`config.mk`:
```
export PLATFORM = sky130hd
export DESIGN_NAME = uart_tx_ext
export DESIGN_NICKNAME = d
export VERILOG_FILES = /design/src/rtl/uart_pkg.sv /design/src/rtl/uart_tx_fifo.sv /design/src/rtl/uart_tx_ext.sv
export SDC_FILE = /design/constraint.sdc
export NUM_CORES = 1
export LEC_CHECK = 0
export CAP_MARGIN = 10
export CORE_ASPECT_RATIO = 2
export CORE_MARGIN = 2
export CORE_UTILIZATION = 25
export DETAILED_ROUTE_END_ITERATION = 7
export GPL_ROUTABILITY_DRIVEN = 0
export REMOVE_ABC_BUFFERS = 1
export SLEW_MARGIN = 25
export SYNTH_ARGS = -nofsm -noshare
export SYNTH_HDL_FRONTEND = slang
export SYNTH_SLANG_ARGS = --single-unit
```
`constraint.sdc`:
```
create_clock -name clk -period 3.9 [get_ports clk]
set_input_delay 0.78 -clock clk [delete_from_list [all_inputs] [get_ports clk]]
set_output_delay 0.78 -clock clk [all_outputs]
set_load 0.03 [all_outputs]
```
`src/rtl/uart_pkg.sv`:
```
// -----------------------------------------------------------------------------
// uart_pkg
// Shared definitions for the UART transmitter family:
//   - parity-mode constants (PAR_NONE / PAR_ODD / PAR_EVEN)
//   - serialiser state encoding
//   - cfg_ok(): legality check applied to every parameter set at elaboration
//   - parity_of(): parity bit for a payload (unused high bits must be zero)
// -----------------------------------------------------------------------------
package uart_pkg;

  localparam int PAR_NONE = 0;
  localparam int PAR_ODD  = 1;
  localparam int PAR_EVEN = 2;

  typedef enum logic [2:0] {
    ST_IDLE,
    ST_START,
    ST_DATA,
    ST_PARITY,
    ST_STOP
  } tx_state_e;

  // True when the parameter set describes a buildable transmitter.
  function automatic bit cfg_ok(input int baud_div,
                                input int data_bits,
                                input int parity,
                                input int stop_bits,
                                input int fifo_depth);
    bit ok;
    ok = (baud_div >= 2) &&
         (data_bits >= 5) && (data_bits <= 9) &&
         (parity >= PAR_NONE) && (parity <= PAR_EVEN) &&
         ((stop_bits == 1) || (stop_bits == 2)) &&
         (fifo_depth >= 2) && ((fifo_depth & (fifo_depth - 1)) == 0);
    return ok;
  endfunction

  // Odd mode makes data+parity contain an odd number of ones, even mode an
  // even number. Zero-padding above the payload does not change the result.
  function automatic logic parity_of(input logic [8:0] d, input int mode);
    logic p;
    p = 1'b0;
    case (mode)
      PAR_ODD:  p = ~(^d);
      PAR_EVEN: p = ^d;
      default:  p = 1'b0;
    endcase
    return p;
  endfunction

endpackage

```
`src/rtl/uart_tx_fifo.sv`:
```
// -----------------------------------------------------------------------------
// uart_tx_fifo
// Synchronous FIFO feeding the UART serialiser. First-word fall-through:
// dout always shows the head entry, pop consumes it at the clock edge.
// Pushes while full and pops while empty are ignored. full/empty are
// registered so the transmitter's ready/empty outputs come straight from flops.
//
// Parameters: WIDTH (entry width), DEPTH (entries, power of 2, >= 2)
// Ports:
//   clk, rst   clock, asynchronous active-high reset
//   push, din  write strobe and data
//   pop, dout  read strobe and head data
//   full       no free entries
//   empty      no stored entries
// -----------------------------------------------------------------------------
module uart_tx_fifo #(
  parameter int WIDTH = 8,
  parameter int DEPTH = 4
) (
  input  logic             clk,
  input  logic             rst,
  input  logic             push,
  input  logic             pop,
  input  logic [WIDTH-1:0] din,
  output logic [WIDTH-1:0] dout,
  output logic             full,
  output logic             empty
);

  localparam int PTR_W = $clog2(DEPTH);
  localparam int CNT_W = PTR_W + 1;

  logic [WIDTH-1:0] mem [DEPTH];
  logic [PTR_W-1:0] wr_ptr;
  logic [PTR_W-1:0] rd_ptr;
  logic [CNT_W-1:0] count;
  logic [CNT_W-1:0] count_nxt;
  logic             full_q;
  logic             empty_q;
  logic             do_push;
  logic             do_pop;

  // Acceptance looks only at the registered full flag, so a pop on the same
  // edge never makes room for a push that arrived while full.
  assign do_push = push && !full_q;
  assign do_pop  = pop && !empty_q;

  always_comb begin
    count_nxt = count;
    case ({do_push, do_pop})
      2'b10:   count_nxt = count + CNT_W'(1);
      2'b01:   count_nxt = count - CNT_W'(1);
      default: count_nxt = count;
    endcase
  end

  always_ff @(posedge clk or posedge rst) begin
    if (rst) begin
      wr_ptr  <= '0;
      rd_ptr  <= '0;
      count   <= '0;
      full_q  <= 1'b0;
      empty_q <= 1'b1;
    end else begin
      if (do_push) wr_ptr <= wr_ptr + PTR_W'(1);
      if (do_pop)  rd_ptr <= rd_ptr + PTR_W'(1);
      count   <= count_nxt;
      full_q  <= (count_nxt == CNT_W'(DEPTH));
      empty_q <= (count_nxt == '0);
    end
  end

  // Storage carries data only; it needs no reset.
  always_ff @(posedge clk) begin
    if (do_push) mem[wr_ptr] <= din;
  end

  assign dout  = mem[rd_ptr];
  assign full  = full_q;
  assign empty = empty_q;

endmodule

```
`src/rtl/uart_tx_ext.sv`:
```
// -----------------------------------------------------------------------------
// uart_tx_ext
// UART transmitter with an input FIFO, configurable payload length, parity
// and stop bits. Characters queued in the FIFO are sent back to back: the
// next start bit follows the last stop-bit cycle with no idle gap.
//
// Parameters:
//   BAUD_DIV   clk cycles per bit (>= 2)
//   DATA_BITS  payload bits per frame (5..9)
//   PARITY     0 none, 1 odd, 2 even (3 rejected at elaboration)
//   STOP_BITS  1 or 2
//   FIFO_DEPTH entries, power of 2, >= 2
// Ports:
//   clk, rst   clock, asynchronous active-high reset
//   go, data   push strobe and character (one cycle per character)
//   tx         serial line, idle high, driven from a flop
//   ready      FIFO not full
//   busy       frame on the line
//   empty      FIFO holds no entries
//   ovf        sticky: go arrived while full; cleared only by rst
// -----------------------------------------------------------------------------
module uart_tx_ext
  import uart_pkg::*;
#(
  parameter int BAUD_DIV   = 16,
  parameter int DATA_BITS  = 8,
  parameter int PARITY     = 0,
  parameter int STOP_BITS  = 1,
  parameter int FIFO_DEPTH = 4
) (
  input  logic                 clk,
  input  logic                 rst,
  input  logic                 go,
  input  logic [DATA_BITS-1:0] data,
  output logic                 tx,
  output logic                 ready,
  output logic                 busy,
  output logic                 empty,
  output logic                 ovf
);

  if (!cfg_ok(BAUD_DIV, DATA_BITS, PARITY, STOP_BITS, FIFO_DEPTH)) begin : g_bad_cfg
    $fatal(1, "uart_tx_ext: illegal parameter set");
  end

  localparam int BAUD_W = $clog2(BAUD_DIV);
  localparam int BIT_W  = $clog2(DATA_BITS + 1);

  tx_state_e            state;
  tx_state_e            state_nxt;
  logic [BAUD_W-1:0]    baud_cnt;
  logic [BAUD_W-1:0]    baud_nxt;
  logic [BIT_W-1:0]     bit_cnt;
  logic [BIT_W-1:0]     bit_nxt;
  logic [DATA_BITS-1:0] shreg;
  logic [DATA_BITS-1:0] shreg_nxt;
  logic                 par_q;
  logic                 par_nxt;
  logic                 tx_q;
  logic                 tx_nxt;
  logic                 ovf_q;
  logic                 load;
  logic                 baud_wrap;

  logic                 fifo_full;
  logic                 fifo_empty;
  logic [DATA_BITS-1:0] fifo_dout;

  uart_tx_fifo #(
    .WIDTH (DATA_BITS),
    .DEPTH (FIFO_DEPTH)
  ) u_fifo (
    .clk   (clk),
    .rst   (rst),
    .push  (go),
    .pop   (load),
    .din   (data),
    .dout  (fifo_dout),
    .full  (fifo_full),
    .empty (fifo_empty)
  );

  assign baud_wrap = (baud_cnt == BAUD_W'(BAUD_DIV - 1));

  // Next-state logic. tx_nxt is the level the line takes after the edge, so
  // every bit change is computed one cycle ahead and lands in tx_q.
  always_comb begin
    state_nxt = state;
    baud_nxt  = baud_cnt;
    bit_nxt   = bit_cnt;
    shreg_nxt = shreg;
    par_nxt   = par_q;
    tx_nxt    = tx_q;
    load      = 1'b0;

    if (state != ST_IDLE) begin
      baud_nxt = baud_wrap ? '0 : baud_cnt + BAUD_W'(1);
    end

    case (state)
      ST_IDLE: begin
        load = !fifo_empty;
      end
      ST_START: begin
        if (baud_wrap) begin
          state_nxt = ST_DATA;
          bit_nxt   = '0;
          tx_nxt    = shreg[0];
          shreg_nxt = shreg >> 1;
        end
      end
      ST_DATA: begin
        if (baud_wrap) begin
          if (bit_cnt == BIT_W'(DATA_BITS - 1)) begin
            bit_nxt = '0;
            if (PARITY != PAR_NONE) begin
              state_nxt = ST_PARITY;
              tx_nxt    = par_q;
            end else begin
              state_nxt = ST_STOP;
              tx_nxt    = 1'b1;
            end
          end else begin
            bit_nxt   = bit_cnt + BIT_W'(1);
            tx_nxt    = shreg[0];
            shreg_nxt = shreg >> 1;
          end
        end
      end
      ST_PARITY: begin
        if (baud_wrap) begin
          state_nxt = ST_STOP;
          bit_nxt   = '0;
          tx_nxt    = 1'b1;
        end
      end
      ST_STOP: begin
        // bit_cnt counts stop bits here; the last stop cycle either chains
        // straight into the next start bit or returns to idle.
        if (baud_wrap) begin
          if (bit_cnt == BIT_W'(STOP_BITS - 1)) begin
            if (!fifo_empty) begin
              load = 1'b1;
            end else begin
              state_nxt = ST_IDLE;
              tx_nxt    = 1'b1;
            end
          end else begin
            bit_nxt = bit_cnt + BIT_W'(1);
          end
        end
      end
      default: begin
        state_nxt = ST_IDLE;
        tx_nxt    = 1'b1;
      end
    endcase

    // Pop the FIFO head into the shift register and open a new frame.
    if (load) begin
      state_nxt = ST_START;
      baud_nxt  = '0;
      bit_nxt   = '0;
      shreg_nxt = fifo_dout;
      par_nxt   = parity_of(9'(fifo_dout), PARITY);
      tx_nxt    = 1'b0;
    end
  end

  // Control state: asynchronously reset, tx forced back to idle-high.
  always_ff @(posedge clk or posedge rst) begin
    if (rst) begin
      state    <= ST_IDLE;
      baud_cnt <= '0;
      bit_cnt  <= '0;
      tx_q     <= 1'b1;
      ovf_q    <= 1'b0;
    end else begin
      state    <= state_nxt;
      baud_cnt <= baud_nxt;
      bit_cnt  <= bit_nxt;
      tx_q     <= tx_nxt;
      ovf_q    <= ovf_q | (go & fifo_full);
    end
  end

  // Payload and its parity bit are only read after a load, so no reset.
  always_ff @(posedge clk) begin
    shreg <= shreg_nxt;
    par_q <= par_nxt;
  end

  assign tx    = tx_q;
  assign ready = !fifo_full;
  assign busy  = (state != ST_IDLE);
  assign empty = fifo_empty;
  assign ovf   = ovf_q;

endmodule

```
Word-level counts from Yosys, hierarchy flattened
Memories as Yosys holds them, arrays and structs flattened.
Index checks and enable logic that the tools add are counted.
{"block": "op_classes", "eq_ne": 20, "n_bitwise": 2, "addsub": 6, "n_mux": 40, "reduce_logical": 16}
{"operator": "$mux W4", "n": 9}
{"operator": "$mux W8", "n": 4}
{"operator": "$mux W3", "n": 8}
{"operator": "$ne A3 B2 Y1 const B", "n": 8}
{"operator": "$pmux W8 S2", "n": 1}
{"operator": "$pmux W3 S5", "n": 1}
{"operator": "$mux W1", "n": 13}
{"operator": "$pmux W4 S3", "n": 1}
{"operator": "$add A4 B1 Y4 const B", "n": 2}
{"operator": "$reduce_and A8 Y1", "n": 1}
{"operator": "$reduce_and A7 Y1", "n": 1}
{"operator": "$eq A3 B2 Y1 const B", "n": 2}
{"operator": "$eq A3 B3 Y1 const B", "n": 2}
{"operator": "$logic_not A3 Y1", "n": 2}
{"operator": "$ne A3 B1 Y1 const B", "n": 2}
{"operator": "$pmux W3 S2", "n": 1}
{"operator": "$reduce_bool A3 Y1", "n": 2}
{"operator": "$pmux W1 S5", "n": 1}
{"operator": "$reduce_and A5 Y1", "n": 1}
{"operator": "$add A2 B1 Y2 const B", "n": 2}
{"operator": "$eq A4 B3 Y1 const B", "n": 1}
{"operator": "$eq A4 B4 Y1 const B", "n": 1}
{"operator": "$logic_not A4 Y1", "n": 1}
{"operator": "$reduce_and A4 Y1", "n": 1}
{"operator": "14 further kinds", "n": 16}
{"block": "totals", "elab_cells": 96, "mem_count": 1, "ramBits": 32, "register_bits": 30, "input_bits": 11}
{"name": "u_fifo.mem", "words": 4, "word_bits": 8, "rd": 1, "rd_ports_with_merged_regs": 0, "wr": 1, "line": "uart_tx_fifo.sv:33", "text": "logic [WIDTH-1:0] mem [DEPTH];"}

Depth between registers and ports, before layout
{"block": "logic_depth", "word_depth": 8, "ltp_mapped": 13, "ltp_nobuf": 12}

Hierarchy
Synthesis repeated with hierarchy kept, for this count alone.
{"block": "hier_totals", "hier_cells": 208, "area_unflattened_um2": 2866.5}
{"mod": "uart_tx_fifo", "instances": 1, "seq_area_each_um2": 1187.4, "area_per_inst_um2": 1655.3, "cells_each": 90}
{"mod": "uart_tx_ext", "instances": 1, "seq_area_each_um2": 566.8, "area_per_inst_um2": 1211.2, "cells_each": 118}

Worst setup path before layout
OpenSTA, ideal clock, no wires.
{"block": "synth_path", "path_type": "reg2reg", "start": "reg bit_cnt[0]", "end": "reg u_fifo.full_q, in the netlist u_fifo.full", "n_path_buf": 1, "period_less_slack_ns": 2.782, "stages_incl_launch_ff": 13, "arrival_time_ns": 2.709, "slack_ns": 1.118, "path_cell_list": "dfrtp_1 -> inv_1 -> ha_1 -> or3b_4 -> o21ai_4 -> nand3b_2 -> inv_2 -> buf_6 -> ha_1 -> fa_1 -> mux2_2 -> or2_2 -> nor2b_1"}
{"block": "synth_via", "elab_chain_cells": 8}
{"item": "start, declared", "line": "uart_tx_ext.sv:53", "text": "logic [BIT_W-1:0] bit_cnt;"}
{"item": "start signal, assigned", "line": "uart_tx_ext.sv:181", "text": "bit_cnt <= bit_nxt;"}
{"item": "$logic_not A4 Y1 (*)", "line": "uart_tx_ext.sv:141", "text": "if (bit_cnt == BIT_W'(STOP_BITS - 1)) begin"}
{"item": "$mux W1 (*)", "line": "uart_tx_ext.sv:141"}
{"item": "$mux W1 (*)", "line": "uart_tx_ext.sv:140", "text": "if (baud_wrap) begin"}
{"item": "$pmux W1 S2 (*)", "line": "uart_tx_ext.sv:100", "text": "case (state)"}
{"item": "$logic_and A1 B1 Y1 (*)", "line": "uart_tx_fifo.sv:46", "text": "assign do_pop = pop && !empty_q;"}
{"item": "$eq A2 B1 Y1 or $eq A2 B2 Y1 (tied branches)", "line": "uart_tx_fifo.sv:50", "text": "case ({do_push, do_pop})"}
{"item": "$pmux W3 S2 (*)", "line": "uart_tx_fifo.sv:50"}
{"item": "net u_fifo.count_nxt[1]", "line": "uart_tx_fifo.sv:37", "text": "logic [CNT_W-1:0] count_nxt;"}
{"item": "$eq A3 B3 Y1 (*)", "line": "uart_tx_fifo.sv:68", "text": "full_q <= (count_nxt == CNT_W'(DEPTH));"}
{"item": "end signal, assigned", "line": "uart_tx_fifo.sv:68"}
{"item": "end, declared", "line": "uart_tx_fifo.sv:38", "text": "logic full_q;"}
Mark *: on every way through the listed nets, which the timed path passes. The rest lies on a longest branch.
A chain may end at the register's enable or synchronous reset.

Worst setup path in the final report
Same ends and word-level chain as after synthesis.

==> run metrics <==
Slew Limit Fails 0; remaining global-route overflow 0; layout cells sized above 1 17.0%; status finished clean; most common library cells after synthesis edfxtp_1 (40), nand2_1 (34), dfrtp_1 (20); # DRC 0; power per cell area 794 nW/um^2; num rows 54; Multi-input gate area between 900 and 1000 sq um; CORE AREA about 11000 sq um; Cell Area, Synth 2780 sq um; die height 153 um; IO Count 16; Area growth, synth to finish 21.6%; ys async rst share 35.5%; Final setup viols 0; ANT cells 0; post-CTS sizing 0; Critical Path Source Type register; Power Total 0.00269 W; GRT Total Usage 9.27%; Final Util 31.1%; RSZ-0062 raised after global routing no; final number of hold-violating endpoints 0; relative slew slack 41.2%; Yosys top cell area share about 43%; Final period util just over 80%; Seq/Total Area, Yosys a little over three fifths; clk_skew between 0.009 and 0.01 ns; CTS tree built; routed length per instance 13.5 um; Hold Crit Depth 1; Max clock buf depth 2; Mapped Cells 200; WL final 4.90 mm; initial antenna violation count 0; worst setup path category reg -> reg; CP Capture Type register; yosys warns 0; Top FF cell, synth edfxtp_1; Setup TNS Final 0 ns; number of library cell types mapped by synthesis slightly below 50; max-cap check violation count 0; Antenna Nets Post-Route 0; Initial Util 25.6%; clock slew at reported path FFs 0.05 ns; Vias/cell 4.30; Die Wd 78.6 um; H-tree depth 3; cell with the most instances after synthesis edfxtp_1; CP Max Fanout 13; clock root buffer clkbuf_16; vias in the first global route ~1700; postcts setup bufs 0; largest net degree at the start of global routing 23; DPL Wire Length 3.53 mm; Max VDD drop 0.276 mV; register area 1750 sq um; syn_area_per_cell 13.9 sq um; Pleak about 1.3 nW; WP data arrival 3.46 ns; HP Class reg -> reg; Slew @ Worst Pin 0.882 ns; # clock sinks 62; worst reg-to-reg path cell count 11; global-route wire length before repair around 8.3 mm; Port Buffer Count 15; DR pass1 iterations 4; CTS Buf Count 9; hold buffers post-CTS 0; area leader, netlist edfxtp_1; synthesized flop and latch total between 60 and 70; f_max 312 MHz; Worst Path Required 4.16 ns; number of synthesized flops with an enable pin 40; die area 12000 sq um; starting DRC count in detailed routing 74; worst skew pair latency ~0.33 ns; crit path time final ~3.2 ns; via count 1567; synth top area cells edfxtp_1 (43%), dfrtp_1 (18%), mux4_2 (6.5%); Layout Nets approximately 240; fillcell total 1079
metrics by stage:
| stage | area [sq um] | worst slack [ns] | cells | hold slack, ns |
|---|---|---|---|---|
| after floorplan | 2730 | 0.999 | 192 | 0.446 |
| after global placement | 3070 | 0.739 | 348 | 0.441 |
| after detailed placement | 3070 | 0.660 | 348 | 0.448 |
| after CTS | 3380 | 0.683 | 364 | 0.460 |
| after global routing | 3380 | 0.534 | 364 | 0.491 |
| final | 3380 | 0.700 | 364 | 0.451 |
layout make-up:
| class | instances | area share, % |
|---|---|---|
| Timing Repair Buffer | 16 | 4.66 |
| Inverter | 10 | 1.11 |
| Sequential cell | 62 | 51.8 |
| Clock inverter | 4 | 2.11 |
| Clock buffer | 12 | 7.28 |
| Multi-Input combinational cell | 120 | 27.8 |
| Tap cell | 140 | 5.18 |
registers in the layout, indices dropped and copies added (netlist names):
name / flops
u_fifo.wr_ptr: 2
state: 3
baud_cnt: 4
u_fifo.full: 1
bit_cnt: 4
u_fifo.empty: 1
tx: 1
u_fifo.rd_ptr: 2
ovf: 1
u_fifo.mem: 32
u_fifo.count: 3
shreg: 8
layer usage:
metal  vias to the layer above  wire [um]  global-route usage (%)
met2                        26       2810                    16.6
met1                       777       1760                    8.59
met4                         0        176                    7.69
met5                         -          0                       0
li1                        754          -                       -
met3                        10        158                    2.01
cells in the final DEF, fill, tap and decap left out, types with 6 or more instances in the layout:
master           instances
nand3_1                  6
dfrtp_1                 20
mux4_2                   8
clkdlybuf4s50_1         15
inv_1                    9
nand2_1                 34
clkbuf_16                9
o21ai_0                  7
ha_1                     8
edfxtp_1                40
worst max-delay path: stages (launching register included):
cell and delay (ns):
dfrtp_1 0.42, inv_1 0.08, ha_1 0.12, or3b_4 0.39, o21ai_4 0.22, nand3b_2 0.28
inv_2 0.28, ha_1 0.24, fa_1 0.42, mux2_2 0.27, or2_2 0.30, nor2b_1 0.10
kinds of logic after synthesis:
kind of cell / count (synthesis) / share of synthesized area [%]
buffers and inverters: 18 / 3.15
AND/OR/NAND/NOR: 68 / 13.2
multiplexers: 10 / 7.24
AO/OA/AOI/OAI: 26 / 6.88
adder cells (fa/ha/maj): 9 / 4.31
XOR/XNOR: 7 / 2.20
flip-flops: 62 / 63.0
report_power, final:
| group | leakage [nW] | internal [W] | switching [W] |
|---|---|---|---|
| Sequential | 0.642 | 0.000937 | 0.000148 |
| Combinational | 0.501 | 0.000356 | 0.000407 |
| Clock | 0.150 | 0.000574 | 0.000267 |
| Total | 1.29 | 0.00187 | 0.000822 |
worst paths after layout:
check,from,endpoint,slack (ns)
setup / recovery,bit_cnt[0]$_DFFE_PP0P_,u_fifo.full$_DFF_PP0_,0.70
max in group asynchronous,rst,u_fifo.rd_ptr[1]$_DFFE_PP0P_,2.41
min in group asynchronous,rst,u_fifo.wr_ptr[1]$_DFFE_PP0P_,0.94
hold / removal,ovf$_DFF_PP0_,ovf$_DFF_PP0_,0.45
hold reg to reg,ovf$_DFF_PP0_,ovf$_DFF_PP0_,0.45
setup reg to reg,bit_cnt[0]$_DFFE_PP0P_,u_fifo.full$_DFF_PP0_,0.70
Power figures use the tool's default switching activity.
